==> src/rtl/fp16_operand_join.sv <==
// Pairs two independently-valid operand streams into (a, b) beats with a common valid.
// Each channel is a small FIFO; a pair is released only when both heads exist.
module fp16_operand_join #(
  parameter int DATA_W = 16,
  parameter int DEPTH  = 4
) (
  input  logic                     aclk,
  input  logic                     rst,
  input  logic [DATA_W-1:0]        s_axis_a_tdata,
  input  logic                     s_axis_a_tvalid,
  output logic                     s_axis_a_tready,
  input  logic [DATA_W-1:0]        s_axis_b_tdata,
  input  logic                     s_axis_b_tvalid,
  output logic                     s_axis_b_tready,
  output logic [DATA_W-1:0]        m_axis_a_tdata,
  output logic [DATA_W-1:0]        m_axis_b_tdata,
  output logic                     m_axis_tvalid,
  input  logic                     m_axis_tready,
  output logic [$clog2(DEPTH):0]   a_level,
  output logic [$clog2(DEPTH):0]   b_level
);

  localparam int PW = $clog2(DEPTH);
  localparam logic [PW:0] LVL_FULL = (PW+1)'(DEPTH);

  logic [DATA_W-1:0] mem_a [DEPTH];
  logic [DATA_W-1:0] mem_b [DEPTH];
  logic [PW-1:0]     a_wr, a_rd, b_wr, b_rd;
  logic              push_a, push_b, pop;

  // Ready comes from the registered level only, so a pop cannot free a slot in the same cycle.
  assign s_axis_a_tready = (a_level < LVL_FULL);
  assign s_axis_b_tready = (b_level < LVL_FULL);

  assign push_a = s_axis_a_tvalid & s_axis_a_tready;
  assign push_b = s_axis_b_tvalid & s_axis_b_tready;
  assign pop    = (a_level != '0) & (b_level != '0) & (~m_axis_tvalid | m_axis_tready);

  always_ff @(posedge aclk) begin
    if (!rst && push_a) mem_a[a_wr] <= s_axis_a_tdata;
    if (!rst && push_b) mem_b[b_wr] <= s_axis_b_tdata;
  end

  always_ff @(posedge aclk) begin
    if (rst) begin
      a_wr           <= '0;
      a_rd           <= '0;
      b_wr           <= '0;
      b_rd           <= '0;
      a_level        <= '0;
      b_level        <= '0;
      m_axis_tvalid  <= 1'b0;
      m_axis_a_tdata <= '0;
      m_axis_b_tdata <= '0;
    end else begin
      if (push_a) a_wr <= a_wr + 1'b1;
      if (push_b) b_wr <= b_wr + 1'b1;

      if (pop) begin
        a_rd           <= a_rd + 1'b1;
        b_rd           <= b_rd + 1'b1;
        m_axis_a_tdata <= mem_a[a_rd];
        m_axis_b_tdata <= mem_b[b_rd];
        m_axis_tvalid  <= 1'b1;
      end else if (m_axis_tready) begin
        m_axis_tvalid  <= 1'b0;
      end

      case ({push_a, pop})
        2'b10:   a_level <= a_level + 1'b1;
        2'b01:   a_level <= a_level - 1'b1;
        default: ;
      endcase

      case ({push_b, pop})
        2'b10:   b_level <= b_level + 1'b1;
        2'b01:   b_level <= b_level - 1'b1;
        default: ;
      endcase
    end
  end

endmodule

==> config.mk <==
export PLATFORM = sky130hd
export DESIGN_NAME = fp16_operand_join
export DESIGN_NICKNAME = d
export VERILOG_FILES = /design/src/rtl/fp16_operand_join.sv
export SDC_FILE = /design/constraint.sdc
export NUM_CORES = 1
export LEC_CHECK = 0
export CORE_ASPECT_RATIO = 1.75
export CORE_MARGIN = 5
export CORE_UTILIZATION = 45
export DETAILED_ROUTE_END_ITERATION = 10
export GPL_TIMING_DRIVEN = 0
export PLACE_DENSITY = 0.66
export SETUP_SLACK_MARGIN = 0.4
export SKIP_LAST_GASP = 1
export SLEW_MARGIN = 10
export SYNTH_ARGS = -nofsm -noshare
export SYNTH_HDL_FRONTEND = slang
export SYNTH_SLANG_ARGS = --single-unit
==> constraint.sdc <==
create_clock -name aclk -period 2.83 [get_ports aclk]
set_input_delay 0.849 -clock aclk [delete_from_list [all_inputs] [get_ports aclk]]
set_output_delay 0.849 -clock aclk [all_outputs]
set_load 0.05 [all_outputs]
==> Word level (Yosys, flattened, before mapping) <==
Memories as Yosys holds them, arrays and structs flattened. A register that Yosys moved wholly into a read port is not among the register bits.
Index checks and enable logic that the tools add are counted.
{ "word_totals": {"regBits": 15, "ram_bits": 128, "out_inout_bits": 41, "word_cells": 45, "mem_count": 2} }
{ "classes": {"add_sub_neg": 8, "magnitude_cmp": 2, "n_eq_ne": 4, "muxes": 8, "bitwise_logic": 6, "n_reduce_logical": 8} }
{ "mem_list": {"columns": ["name", "words", "width", "rd", "rd_clocked_by_memory_dff", "write_ports", "line_no", "text"], "rows": [
  ["mem_a", 4, 16, 1, 1, 1, "26", "logic [DATA_W-1:0] mem_a [DEPTH];"],
  ["mem_b", 4, 16, 1, 1, 1, "27", "logic [DATA_W-1:0] mem_b [DEPTH];"]
]} }
{ "ops": {"columns": ["operator", "count"], "rows": [
  ["one-hot mux 3 bit (2 select lines)", 2],
  ["adder 2 x 1 -> 2 bit, second input constant", 4],
  ["adder 3 x 1 -> 3 bit, second input constant", 2],
  ["< comparator 3 bit, second input constant", 2],
  ["2-to-1 mux 1 bit", 6],
  ["nonzero test 2 bit", 3],
  ["nonzero test 3 bit", 2],
  ["subtractor 3 x 1 -> 3 bit, second input constant", 2],
  ["AND 1 bit", 4],
  ["equality test 2 x 1 -> 1 bit, second input constant", 2],
  ["equality test 2 bit, second input constant", 2],
  ["logical AND 1 bit", 2],
  ["logical NOT 1 bit", 1],
  ["inverter 1 bit", 1],
  ["OR 1 bit", 1]
]} }

==> Depth between registers and ports, before layout <==
Gate-level depths: netlist (run 1).
{ "logic_depth": {"depth_word": 5, "mapped_depth": 9} }

==> Worst setup path after synthesis (run 1) <==
OpenSTA, ideal clock, no wires.
{ "synth_path": {"path_type": "in2reg", "start": "input m_axis_tready", "end": "register a_level[2]", "arrival_ps": 2434, "t_required_ps": 2760, "path_slack_ps": 326, "path_stages": 9, "n_path_buf": 1, "cell_sequence": "nor2b_1 clkbuf_2 nor3_2 ha_1 inv_1 fa_1 xor2_1 or3_1 a21oi_1"} }
{ "synth_between": {"elab_chain_len": 4, "word_cells_on_any_way": 6} }
{ "synth_rtl": {"columns": ["element", "line_no", "text"], "rows": [
  ["start: declaration", "18", "input logic m_axis_tready,"],
  ["OR 1 bit (*)", "37", "assign pop = (a_level != '0) & (b_level != '0) & (~m_axis_tvalid | m_axis_tready);"],
  ["AND 1 bit (*)", "37", null],
  ["via pop", "29", "logic push_a, push_b, pop;"],
  ["equality test 2 x 1 -> 1 bit / equality test 2 bit (equally long branches)", "69", "case ({push_a, pop})"],
  ["one-hot mux 3 bit (2 select lines) / nonzero test 2 bit (equally long branches)", null, null],
  ["end signal: assignment", "70", "2'b10: a_level <= a_level + 1'b1;"],
  ["end signal: assignment", "71", "2'b01: a_level <= a_level - 1'b1;"],
  ["end: declaration", "19", "output logic [$clog2(DEPTH):0] a_level,"]
]} }
The timed path passes the listed nets; every way through them passes the cells marked *.
A chain may end at the register's enable or synchronous reset.

==> Worst setup path after layout (run 1) <==
{ "layout_path": {"start": "input s_axis_a_tvalid", "end": "register a_level[2]"} }
{ "layout_between": {"elab_chain_len": 3, "word_cells_on_any_way": 5} }
{ "layout_rtl": {"columns": ["element", "line_no", "text"], "rows": [
  ["start: declaration", "10", "input logic s_axis_a_tvalid,"],
  ["AND 1 bit (*)", "35", "assign push_a = s_axis_a_tvalid & s_axis_a_tready;"],
  ["equality test 2 x 1 -> 1 bit / equality test 2 bit (equally long branches)", "69", null],
  ["one-hot mux 3 bit (2 select lines) / nonzero test 2 bit (equally long branches)", null, null]
]} }
Mark *: on every way between the ends. The rest lies on a longest branch, timed or not.

==> results of run 1 <==
## state kept, by name, summed over array words and instances, names as in the netlist, 2 cells and up
name            cells
m_axis_b_tdata     16
a_rd                2
b_rd                2
mem_a              64
b_level             3
b_wr                2
m_axis_a_tdata     16
mem_b              64
a_wr                2
a_level             3
## per-stage QoR
step	total power, mW	instance area (µm²)	setup WS [ps]
6_report	8.56	8670	439
5_1_grt	8.94	8670	343
4_1_cts	8.58	8630	388
3_5_place_dp	6.26	8010	-385
3_3_place_gp	6.18	8010	-370
2_1_floorplan	5.34	7000	374
## power groups by stage
stage	logic, mW	registers, mW	clock network, mW
2_1_floorplan	1.49	3.85	0
3_3_place_gp	2.88	3.30	0
3_5_place_dp	2.94	3.31	0
4_1_cts	2.94	3.26	2.38
5_1_grt	3.16	3.28	2.50
6_report	2.96	3.26	2.35
## placed cells by master (no fill, tap or decap), types with 15 or more instances in the layout
cell type and instances:
sky130_fd_sc_hd__a21oi_1 37, sky130_fd_sc_hd__buf_2 18, sky130_fd_sc_hd__clkbuf_16 17, sky130_fd_sc_hd__clkdlybuf4s50_1 35, sky130_fd_sc_hd__dfxtp_1 47, sky130_fd_sc_hd__dlygate4sd2_1 30, sky130_fd_sc_hd__edfxtp_1 128, sky130_fd_sc_hd__mux4_1 18
sky130_fd_sc_hd__nand4_1 34, sky130_fd_sc_hd__nor2_1 15, sky130_fd_sc_hd__o31ai_1 32
## worst max path at each step
stage                     slack, ps  cells past startpoint            start    endpoint
after floorplan                 370                      9    m_axis_tready  a_level[2]
after global placement         -370                     10    m_axis_tready  a_level[2]
after CTS                       390                     11    m_axis_tready  a_level[2]
after global routing            340                      9  s_axis_a_tvalid  a_level[2]
after detailed placement       -380                     10    m_axis_tready  b_level[2]
final                           440                      9  s_axis_a_tvalid  a_level[2]
## what timing repair did
item | 4_1_cts | 5_1_grt
resized for setup | 47 | 18
pin swaps | 1 | 4
setup endpoints to repair | 162 | 98
buffers inserted | 3 | 1
## layout make-up
class | instances | area share, %
Buffer | 35 | 2.65
Inverter | 14 | 0.606
Sequential cell | 175 | 55.2
Timing Repair Buffer | 81 | 9.14
Multi-Input combinational cell | 203 | 22.9
Clock buffer | 19 | 4.99
Tap cell | 186 | 2.68
Clock inverter | 13 | 1.89
## kinds of logic (layout without fill, tap and decap cells)
| family | after synthesis | in the layout | share of synthesized area [%] |
|---|---|---|---|
| AND/OR/NAND/NOR | 76 | 76 | 6.28 |
| multiplexers | 36 | 36 | 11.9 |
| adder cells (fa/ha/maj) | 12 | 12 | 2.36 |
| flip-flops | 175 | 175 | 68.4 |
| buffers and inverters | 49 | 162 | 3.92 |
| AO/OA/AOI/OAI | 73 | 73 | 6.42 |
| XOR/XNOR | 6 | 6 | 0.751 |
## critical path, delay by kind of cell
| kind | cells | cell delay [ps] |
|---|---|---|
| buffers and inverters | 3 | 570 |
| AND/OR/NAND/NOR | 2 | 540 |
| adder cells (fa/ha/maj) | 2 | 520 |
| XOR/XNOR | 1 | 150 |
| AO/OA/AOI/OAI | 1 | 110 |
## routing by layer
metal / track usage, % / up-vias
met5: 0 / -
met3: 4.07 / 21
li1: - / 1897
met1: 19.3 / 2047
met2: 28.1 / 134
met4: 7.46 / 0
==> flow_summary.ini, run 1 <==
[setup_path]
cpMostUsedCell = sky130_fd_sc_hd__inv_1
path_cells = clkdlybuf4s50_1, nor2b_1, inv_1, ha_2, inv_1, fa_2, xor2_1, or3_1, a21oi_2
crit_path_max_incr_delay_ps = 400
reg2reg_setup_slack_ps = 560
worst_r2r_path_depth = 10
endpoint_of_the_worst_slack_reg_to_reg_timing_path = b_level[2]
cp_slowest_cell = sky130_fd_sc_hd__clkdlybuf4s50_1
start_kind = input pin
timing.critical_path.required_ps = 3180
timing.critical_path.arrival_ps = 2740
crit_path_max_fanout = 3
cp-end-kind = flip-flop
timing_worst_setup_path_type = in -> reg
worst_r2r_startpoint = b_level[2]

[timing]
finalHoldViolations = 0
fin_crit_ps = 2390
skew_ps = 8.39
worst_slew_pin_slew_ps = 625
finalMaxSlewViolations = 0
holdWs_ps = 469
rsz0062_at_grt = yes
setup_viol = 0
timing.final.crit_share_pct = 84.5
fmax_ghz = 0.418
setup_tns_after_final_layout_ps = 0
timing.slew.headroom_pct = 58.1

[synthesis]
synth_enable_flop_cells = 128
postSynthRegisterBits = 175
synthesis.nets = 476
post_synth_instance_area_um2 = 7000
synth_top_flop_cell = sky130_fd_sc_hd__edfxtp_1
yosysSeqAreaShare_pct = 68.4
avgSynthCellArea_um2 = 16.4
synth_cell_type_count = 29
yosys.cell_count.top_type = sky130_fd_sc_hd__edfxtp_1
synthArstFlopShare_pct = 0
netlist.area_leader.share_pct = 54.9
synth_top_cells_by_area = sky130_fd_sc_hd__edfxtp_1 55%, sky130_fd_sc_hd__dfxtp_1 13%, sky130_fd_sc_hd__mux4_1 6.8%
post_synth_most_frequent_cells = 128 x sky130_fd_sc_hd__edfxtp_1, 47 x sky130_fd_sc_hd__dfxtp_1, 38 x sky130_fd_sc_hd__a21oi_1
postSynthCellCount = 427
synthesis.yosys.warnings = 0
library_cell_occupying_the_most_area_in_the_post_synthesis_netlist = sky130_fd_sc_hd__edfxtp_1

[power_and_ir_drop]
comb_power_share_pct = 34.6
internal_power_mw = 5.51
power_density_nw_per_um2 = 987
vdd_drop_max_v = 0.000505
power_frac_clock_pct = 27.4
p_sw_share_pct = 35.7
p_seq_share_pct = 38.0
total_leakage_power_nw = 3.19
power.net_switching_mw = 3.05

[clock_tree]
cts_inserted_buffers = 17
cts.clk_slew.worst_paths_ps = 60
hold_buffers = 0
insertion_delay_ps = 420
htreeDepth = 4
cts_buffer_depth = 2
tritoncts_clock_tree = yes
cts_root_buffer = sky130_fd_sc_hd__clkbuf_16
clock_sink_count = 175

[cells_and_area]
fraction_of_layout_cells_with_a_size_suffix_above_1_pct = 17.2
flow.area_growth_from_synthesis_pct = 24.0
multiInputGateArea_um2 = 1980
final.fill_count = 1270
final_core_util_pct = 56.6
final-seq-area_um2 = 4780
fin_cells = 726
fin_nets = 576
antenna_cells = 0

[routing]
met1_length_um = 5900
mean_routed_wirelength_per_cell_um = 20.3
router_iterations_before_antenna_repair = 5
avgViaCountPerCell = 5.65
drcViolationCount = 0
vias = 4099
met2_wirelength_um = 7780
routed_wl_um = 14700
drt.antenna.violating_nets = 0
wl_met3_um = 681
maxUsedRoutingLayer = met4
drtIter0Drc = 198

[die]
top_level_pins = 78
die_w_um = 104
placement_rows = 60
core-area_um2 = 15300
floorplan.die_area_um2 = 18200
die_height_um = 175
initial_utilization_pct = 45.7

[min_path]
min_path_cells = 2
hold_path.startpoint = m_axis_a_tdata[0]
worstHoldPathType = reg -> reg
holdPathEnd = m_axis_a_tdata[0]

[outcome]
status = finished clean

[grt]
grt_pass1_wl_um = 23100
global_route.overflow_total = 0
first_global_vias = 4266
grt_antenna_before_repair = 0
grt_use_total_pct = 16.4
grt_max_degree = 17

[placed_design]
dpl.hpwl_um = 9860
routabilityCongestion = 0.766
place.port_buffers = 77
placed_cells = 690

[run]
cap_violations = 0
Note: power is estimated with default switching activity, not from simulation.
==> run 2, diff against run 1 <==
--- a/config.mk
+++ b/config.mk
@@ -10,7 +10,7 @@
 export CORE_UTILIZATION = 45
 export DETAILED_ROUTE_END_ITERATION = 10
 export GPL_TIMING_DRIVEN = 0
-export PLACE_DENSITY = 0.66
+export PLACE_DENSITY = 0.69
 export SETUP_SLACK_MARGIN = 0.4
 export SKIP_LAST_GASP = 1
 export SLEW_MARGIN = 10
==> constraint.sdc (replaced) <==
create_clock -name aclk -period 2.1 [get_ports aclk]
set_input_delay 0.63 -clock aclk [delete_from_list [all_inputs] [get_ports aclk]]
set_output_delay 0.63 -clock aclk [all_outputs]
set_load 0.05 [all_outputs]
==> flow_summary.ini, run 2 (synthesis results as in run 1) <==
[clock_tree]
hold_buffers = 0
insertion_delay_ps = 420
htreeDepth = 4
cts_buffer_depth = 2
cts_root_buffer = sky130_fd_sc_hd__clkbuf_16
tritoncts_clock_tree = yes
cts.clk_slew.worst_paths_ps = 60
cts_inserted_buffers = 17
clock_sink_count = 175

[timing]
fmax_ghz = 0.484
worst_slew_pin_slew_ps = 555
final_critical_path_setup_slack_ps = 36.0
rsz0062_at_grt = yes
timing.slew.headroom_pct = 63.0
holdWs_ps = 468
fin_crit_ps = 2060
finalHoldViolations = 0
timing.final.crit_share_pct = 98.3
skew_ps = 9.25
setup_viol = 0
finalMaxSlewViolations = 0

[power_and_ir_drop]
power.net_switching_mw = 4.35
total_leakage_power_nw = 3.13
p_seq_share_pct = 36.6
internal_power_mw = 7.79
comb_power_share_pct = 35.7
p_sw_share_pct = 35.8
power_frac_clock_pct = 27.7
power_density_nw_per_um2 = 1360
vdd_drop_max_v = 0.000715

[min_path]
hold_path.startpoint = m_axis_a_tdata[1]
worstHoldPathType = reg -> reg

[cells_and_area]
fin_nets = 595
final.fill_count = 1199
most_common_cell_after_layout_fill_and_taps_aside = sky130_fd_sc_hd__edfxtp_1
fin_cells = 743
multiInputGateArea_um2 = 2110
fraction_of_layout_cells_with_a_size_suffix_above_1_pct = 31.6
reg_top3 = mem_a (64), mem_b (64)
final-seq-area_um2 = 4800
most-common-layout-cells = 128 x sky130_fd_sc_hd__edfxtp_1, 40 x sky130_fd_sc_hd__dfxtp_1, 36 x sky130_fd_sc_hd__a21oi_1, 34 x sky130_fd_sc_hd__nand4_1
antenna_cells = 0
flow.area_growth_from_synthesis_pct = 27.3

[placed_design]
routabilityCongestion = 0.812
dp_slack_ps = -978
placed_cells = 690
dpl.hpwl_um = 10100
place.port_buffers = 77

[grt]
grt_max_degree = 17
grt_use_total_pct = 17.4
global_route.overflow_total = 0
first_global_vias = 4418
grt_pass1_wl_um = 24400
grt_antenna_before_repair = 0

[die]
core-area_um2 = 15300
top_level_pins = 78
floorplan.die_area_um2 = 18200
die_height_um = 175
initial_utilization_pct = 45.7
placement_rows = 60
die_w_um = 104

[routing]
drtIter0Drc = 268
router_iterations_before_antenna_repair = 5
drcViolationCount = 0
drt.antenna.violating_nets = 0
routed_wl_um = 16000
avgViaCountPerCell = 5.83
vias = 4333
mean_routed_wirelength_per_cell_um = 21.6

[run]
cap_violations = 0

[setup_path]
timing_worst_setup_path_type = reg -> reg
start_kind = flip-flop
timing.critical_path.arrival_ps = 2410
worst_setup_path_startpoint = m_axis_tvalid
cp-end-kind = flip-flop
timing.critical_path.required_ps = 2450
worst_r2r_startpoint = m_axis_tvalid
crit_path_max_fanout = 2

[outcome]
status = finished clean
run 2: routing by layer:
metal / track usage (%) / up-vias / part of all wire [%]
li1: - / 1936 / -
met1: 20.5 / 2177 / 39
met2: 29.1 / 174 / 52
met3: 4.10 / 46 / 4.8
met4: 9.94 / 0 / 4.7
met5: 0 / - / 0
run 2: power by group through the flow:
stage	Combinational [mW]	Sequential (mW)	Clock, mW
after CTS	4.13	4.44	3.37
after global placement	3.88	4.46	0
after global routing	4.62	4.48	3.55
after floorplan	2.03	5.20	0
final	4.33	4.44	3.36
after detailed placement	3.98	4.49	0
run 2: area by class of cell:
class                           count  share of cell area, %
Timing Repair Buffer               94                   9.44
Inverter                           14                  0.674
Clock inverter                     13                   2.28
Buffer                             35                   2.66
Tap cell                          186                   2.61
Multi-Input combinational cell    209                   23.7
Sequential cell                   175                   53.9
Clock buffer                       17                   4.78
run 2: worst max-delay path: stages (launching register included):
cell,delay (ps)
sky130_fd_sc_hd__dfxtp_2,320
sky130_fd_sc_hd__nor2b_4,120
sky130_fd_sc_hd__buf_8,110
sky130_fd_sc_hd__nor3_4,160
sky130_fd_sc_hd__buf_6,150
sky130_fd_sc_hd__ha_4,130
sky130_fd_sc_hd__inv_2,40
sky130_fd_sc_hd__fa_2,330
sky130_fd_sc_hd__xor2_1,150
sky130_fd_sc_hd__or3_1,340
sky130_fd_sc_hd__a21oi_2,140
run 2: what timing repair did:
item,4_1_cts,5_1_grt
buffers inserted,12,4
gates cloned,3,4
resized for setup,256,44
pin swaps,14,13
endpoints found under the setup margin,212,111
run 2: path summary, 6_finish.rpt:
| path | end | slack [ps] | cells past startpoint |
|---|---|---|---|
| setup / recovery | a_level[2] | 40 | 10 |
| hold / removal | m_axis_a_tdata[1] | 470 | 2 |
| setup reg to reg | a_level[2] | 40 | 10 |
| hold reg to reg | m_axis_a_tdata[1] | 470 | 2 |
run 2: through the flow:
| step | cell area, µm² | TNS [ps] | util (%) | power, mW |
|---|---|---|---|---|
| floorplan | 7030 | -281 | - | 7.22 |
| global placement | 8040 | -46330 | 52.5 | 8.34 |
| detailed placement | 8040 | -54040 | 52.5 | 8.47 |
| CTS | 8720 | -59.2 | 56.9 | 11.9 |
| global route | 8910 | -25.4 | 58.2 | 12.6 |
| finish | 8910 | 0 | 58.2 | 12.1 |
